==> config.mk <==
export PLATFORM = sky130hd
export DESIGN_NAME = cache_arbiter
export DESIGN_NICKNAME = d
export VERILOG_FILES = /design/src/rtl/cache_arb_pkg.sv /design/src/rtl/cache_arbiter.sv
export SDC_FILE = /design/constraint.sdc
export NUM_CORES = 1
export LEC_CHECK = 0
export CORE_AREA = 2 2 533 535
export DETAILED_ROUTE_END_ITERATION = 6
export DIE_AREA = 0 0 535 537
export MAX_ROUTING_LAYER = met4
export SKIP_CTS_REPAIR_TIMING = 1
export SLEW_MARGIN = 40
export SYNTH_ARGS = -nofsm -noshare
export SYNTH_HDL_FRONTEND = slang
export SYNTH_SLANG_ARGS = --single-unit
export TNS_END_PERCENT = 1
==> constraint.sdc <==
create_clock -name clk -period 1.85 [get_ports clk]
set_clock_uncertainty 0.15 [all_clocks]
set_input_delay 0.2775 -clock clk [delete_from_list [all_inputs] [get_ports clk]]
set_output_delay 0.2775 -clock clk [all_outputs]
set_load 0.02 [all_outputs]
==> src/rtl/cache_arb_pkg.sv <==
// Shared types for the I/D cache to memory arbiter.
// Holds the FSM state encoding, the requester identity and the bus widths.
package cache_arb_pkg;

  localparam int unsigned AddrWidth = 32;
  localparam int unsigned LineWidth = 256;

  typedef enum logic [1:0] {
    IDLE    = 2'd0,
    GRANT_I = 2'd1,
    GRANT_D = 2'd2
  } arb_state_e;

  typedef enum logic {
    REQ_I = 1'b0,
    REQ_D = 1'b1
  } requester_e;

  // Round-robin tie break: favour whoever did not win last time.
  function automatic requester_e rr_pick(input requester_e last);
    return (last == REQ_I) ? REQ_D : REQ_I;
  endfunction

endpackage

==> src/rtl/cache_arbiter.sv <==
// Two-requester (I-cache fill, D-cache fill/write-back) arbiter onto one memory port.
// Round-robin on ties; a forced IDLE cycle separates every pair of grants.
module cache_arbiter
  import cache_arb_pkg::*;
(
  input  logic                 clk,
  input  logic                 rst,

  input  logic                 i_pmem_read,
  input  logic [AddrWidth-1:0] i_pmem_address,
  output logic [LineWidth-1:0] i_pmem_rdata,
  output logic                 i_pmem_resp,

  input  logic                 d_pmem_read,
  input  logic                 d_pmem_write,
  input  logic [AddrWidth-1:0] d_pmem_address,
  input  logic [LineWidth-1:0] d_pmem_wdata,
  output logic [LineWidth-1:0] d_pmem_rdata,
  output logic                 d_pmem_resp,

  output logic                 mem_read,
  output logic                 mem_write,
  output logic [AddrWidth-1:0] mem_address,
  output logic [LineWidth-1:0] mem_wdata,
  input  logic [LineWidth-1:0] mem_rdata,
  input  logic                 mem_resp
);

  arb_state_e state_q, state_d;
  requester_e last_grant_q, last_grant_d;

  logic i_pending;
  logic d_pending;

  assign i_pending = i_pmem_read;
  assign d_pending = d_pmem_read | d_pmem_write;

  always_ff @(posedge clk) begin
    if (rst) begin
      state_q      <= IDLE;
      last_grant_q <= REQ_I;
    end else begin
      state_q      <= state_d;
      last_grant_q <= last_grant_d;
    end
  end

  always_comb begin
    state_d      = state_q;
    last_grant_d = last_grant_q;

    mem_read     = 1'b0;
    mem_write    = 1'b0;
    mem_address  = '0;
    mem_wdata    = '0;
    i_pmem_resp  = 1'b0;
    d_pmem_resp  = 1'b0;
    // Read data is a straight fan-out; only the resp strobes qualify it.
    i_pmem_rdata = mem_rdata;
    d_pmem_rdata = mem_rdata;

    case (state_q)
      IDLE: begin
        if (i_pending && d_pending) begin
          last_grant_d = rr_pick(last_grant_q);
          state_d      = (rr_pick(last_grant_q) == REQ_D) ? GRANT_D : GRANT_I;
        end else if (i_pending) begin
          last_grant_d = REQ_I;
          state_d      = GRANT_I;
        end else if (d_pending) begin
          last_grant_d = REQ_D;
          state_d      = GRANT_D;
        end
      end

      GRANT_I: begin
        mem_read    = 1'b1;
        mem_address = i_pmem_address;
        i_pmem_resp = mem_resp;
        if (mem_resp) begin
          state_d = IDLE;
        end
      end

      GRANT_D: begin
        // A simultaneous read+write is treated as the write-back only.
        mem_write   = d_pmem_write;
        mem_read    = d_pmem_read & ~d_pmem_write;
        mem_address = d_pmem_address;
        mem_wdata   = d_pmem_wdata;
        d_pmem_resp = mem_resp;
        if (mem_resp) begin
          state_d = IDLE;
        end
      end

      default: begin
        state_d = IDLE;
      end
    endcase
  end

endmodule

==> results.yml, run 1 <==
timing:
  fmax_ghz: 0.4531
  finalHoldViolCount: 0
  tns_ns: -63.56
  maxSlewViolCount: 0
  setup_violations: 283
  fin_hold_ws_ns: 0.3608
  slew_headroom_pct: 69.18
  tightest_slew_ns: 0.4608
  finalCritPeriodShare_pct: 119.3
  fin_crit_ns: 2.207
  setup_ws_ns: -0.3570
  rsz0062_at_grt: "yes"
placed_design:
  place_inst: 4741
  pre_cts_slack_ns: -0.5985
  place_area_um2: 15360
  place_congestion: 0.8667
  numPortBuffers: 617
  place_hpwl_mm: 197.2
yosys:
  synth.avg_cell_area_um2: 7.041
  synth-simple-area-share_pct: 29.63
  ys_seq_elements: 3
  yosys_warnings: 0
  ys_seq_area_share_pct: 0.9488
  netlist_instances: 899
  synthAdderAreaFrac_pct: 0.7907
  synth-xor-area-share_pct: 0
  synth_compound_area_share_pct: 4.586
  synth.distinct_cells: 22
  synthMuxAreaShare_pct: 0
  synth_top_family_by_area: "buffers and inverters"
  syn_area_um2: 6330
  syn-num-nets: 1485
route:
  vias: 7080
  dr.first_iter.drc_count: 285
  routed_wl_mm: 206.1
  drtAntennaViolNets: 0
  drt_pass1_iterations: 7
  post-route-drc-count: 0
  wl_per_cell_um: 42.81
  drt-vias-per-instance: 1.471
floorplan:
  die_area_um2: 287300
  initial_core_util_pct: 2.250
  core_area_um2: 281300
  die_h_um: 537
  die-width_um: 535
  io_pins: 1386
  num_rows: 195
global_route:
  use_met3_pct: 22.47
  overflow: 0
  track_usage_pct: 13.82
  grt_util_met1_pct: 8.689
  grt_max_degree: 43
  met2_usage_pct: 18.85
  top_usage_layer: "met3"
  grt_pass1_wl_mm: 217.0
  antenna_found_initial: 101
  grt_pass1_vias: 6369
setup_path:
  cp-startpoint: "state_q[0]$_SDFFE_PP0P_"
  setup.worst_path.end: "mem_wdata[225]"
  max_stage_delay_ns: 0.32
  end_kind: "output port"
  start_kind: "flop"
  arrival_ns: 1.78
  slowest_stage: "dfxtp_2"
  cp.required_ns: 1.42
  path_max_fanout: 8
  path_cells: "inv_2 -> ha_4 -> buf_12 -> buf_16 -> clkbuf_16 -> clkbuf_16 -> and2_4 -> buf_12"
  r2r_start: "state_q[1]$_SDFFE_PP0P_"
  reg2regPathDepth: 7
  critical_path_class: "reg -> out"
  rrSetupSlack_ns: 0.13
  rr_endpoint: "state_q[1]$_SDFFE_PP0P_"
final_layout:
  layout-drive-gt1-share_pct: 52.68
  fill_cells: 33000
  finalInstanceArea_um2: 16520
  fin_nets: 1614
  fin_cells: 4814
  areaGrowthSynthToFinish_pct: 161.0
clocking:
  clk_path_buf_depth: 2
  clock_tree.root_cell: "clkbuf_16"
  numCtsBuffers: 3
  htree_levels: 1
  clk_transition_reported_paths_ns: 0.03
  cts_tree: "yes"
  clock_sinks: 3
  clock_latency_ns: 0.23
flow_run:
  max_cap_violations: 0
hold_path:
  hp-class: "reg -> reg"
power_and_ir_drop:
  p_leak_uw: 0.005076
  ir_drop_v: 0.0002709
  p_per_area_nw_per_um2: 432.7
outcome:
  violations: "setup timing"
  run_status: "complete, but fails checks"
==> cell families (layout without fill, tap and decap cells) <==
family | after synthesis | after routing
buffers and inverters | 552 | 680
AO/OA/AOI/OAI | 40 | 40
adder cells (fa/ha/maj) | 4 | 4
flip-flops | 3 | 3
other | 0 | 44
AND/OR/NAND/NOR | 300 | 300
==> state kept, by name (all words and copies together) (netlist names) <==
| name | flops |
|---|---|
| state_q | 2 |
| last_grant_q | 1 |
==> stage by stage <==
stage | utilization [%] | total power (µW)
floorplan | - | 3340
global placement | 5.451 | 6088
detailed placement | 5.459 | 6106
CTS | 5.487 | 6477
global route | 5.860 | 7507
finish | 5.872 | 7148
==> cells in the final DEF, fill, tap and decap left out, drive strengths merged <==
cell type      netlist  layout
buf                525     336
clkdlybuf4s50        0     324
and2               259     259
diode                0      44
nor2b               33      33
a22oi               32      32
clkbuf              25      17
ha                   4       4
a21oi                3       3
dfxtp                3       3
nand2                2       2
nor2                 2       2
o21ai                2       2
inv                  2       2
o21a                 1       1
or2                  1       1
a311oi               1       1
nor4b                1       1
nand2b               1       1
o2111ai              1       1
nand4                1       1
dlymetal6s2s         0       1
==> where the power goes <==
part	switching [µW]	total, µW	internal [µW]	leakage (µW)
combinational	3160	6720	3560	0.00501
clock	61.6	346	285	0.0000384
sequential	8.63	84.7	76.1	0.0000256
==> how the worst min path moves through the flow <==
stage | startpoint | endpoint | slack (ns) | cells past startpoint
after floorplan | rst | state_q[0]$_SDFFE_PP0P_ | 0.20 | 1
after global placement | last_grant_q$_SDFFE_PP0P_ | last_grant_q$_SDFFE_PP0P_ | 0.35 | 1
after detailed placement | last_grant_q$_SDFFE_PP0P_ | last_grant_q$_SDFFE_PP0P_ | 0.35 | 1
after CTS | last_grant_q$_SDFFE_PP0P_ | last_grant_q$_SDFFE_PP0P_ | 0.35 | 1
after global routing | mem_rdata[31] | i_pmem_rdata[31] | 0.41 | 0
final | last_grant_q$_SDFFE_PP0P_ | last_grant_q$_SDFFE_PP0P_ | 0.36 | 1
==> cell usage after synthesis <==
cell type / instances / area (µm²)
nor4b_2: 1 / 15.01
buf_6: 3 / 33.78
a311oi_1: 1 / 8.760
buf_2: 10 / 50.05
nand2_1: 2 / 7.510
inv_1: 2 / 7.510
a21oi_1: 3 / 15.01
a22oi_1: 32 / 240.2
clkbuf_2: 20 / 100.1
and2_1: 259 / 1620
nor2b_1: 33 / 206.5
o21a_1: 1 / 7.510
or2_2: 1 / 6.260
clkbuf_1: 5 / 18.77
nand2b_1: 1 / 6.260
o21ai_0: 2 / 10.01
ha_1: 4 / 50.05
o2111ai_1: 1 / 8.760
buf_4: 512 / 3844
nand4_1: 1 / 6.260
dfxtp_1: 3 / 60.06
nor2_1: 2 / 7.510
==> metal layers <==
layer	routed length, µm	up-vias
li1	-	2562
met1	44290	2757
met2	81950	1458
met3	74170	303
met4	5692	0
met5	0	-
==> final cells by class <==
type / instances / area, µm² / area share (%)
inverters: 2 / 10.01 / 0.06059
multi-input cells: 344 / 2769 / 16.76
repair buffers: 674 / 8806 / 53.31
diodes: 44 / 110.1 / 0.6665
clock buffers: 4 / 78.83 / 0.4772
well taps: 3743 / 4683 / 28.35
flip-flops and latches: 3 / 62.56 / 0.3787
==> worst max-delay path, delay by kind of cell, from the launching register on <==
family	cells	cell delay, ns
and+or+nand+nor	1	0.14
DFF	1	0.32
adders and majority gates	1	0.17
buffers and inverters	6	0.86
Note: power is estimated with default switching activity, not from simulation.
==> run 2: changes to the inputs <==
Settings changed: GPL_ROUTABILITY_DRIVEN from default to 1.
==> results of run 2 <==
The final DEF is identical to that of run 1; final timing and power are the same.
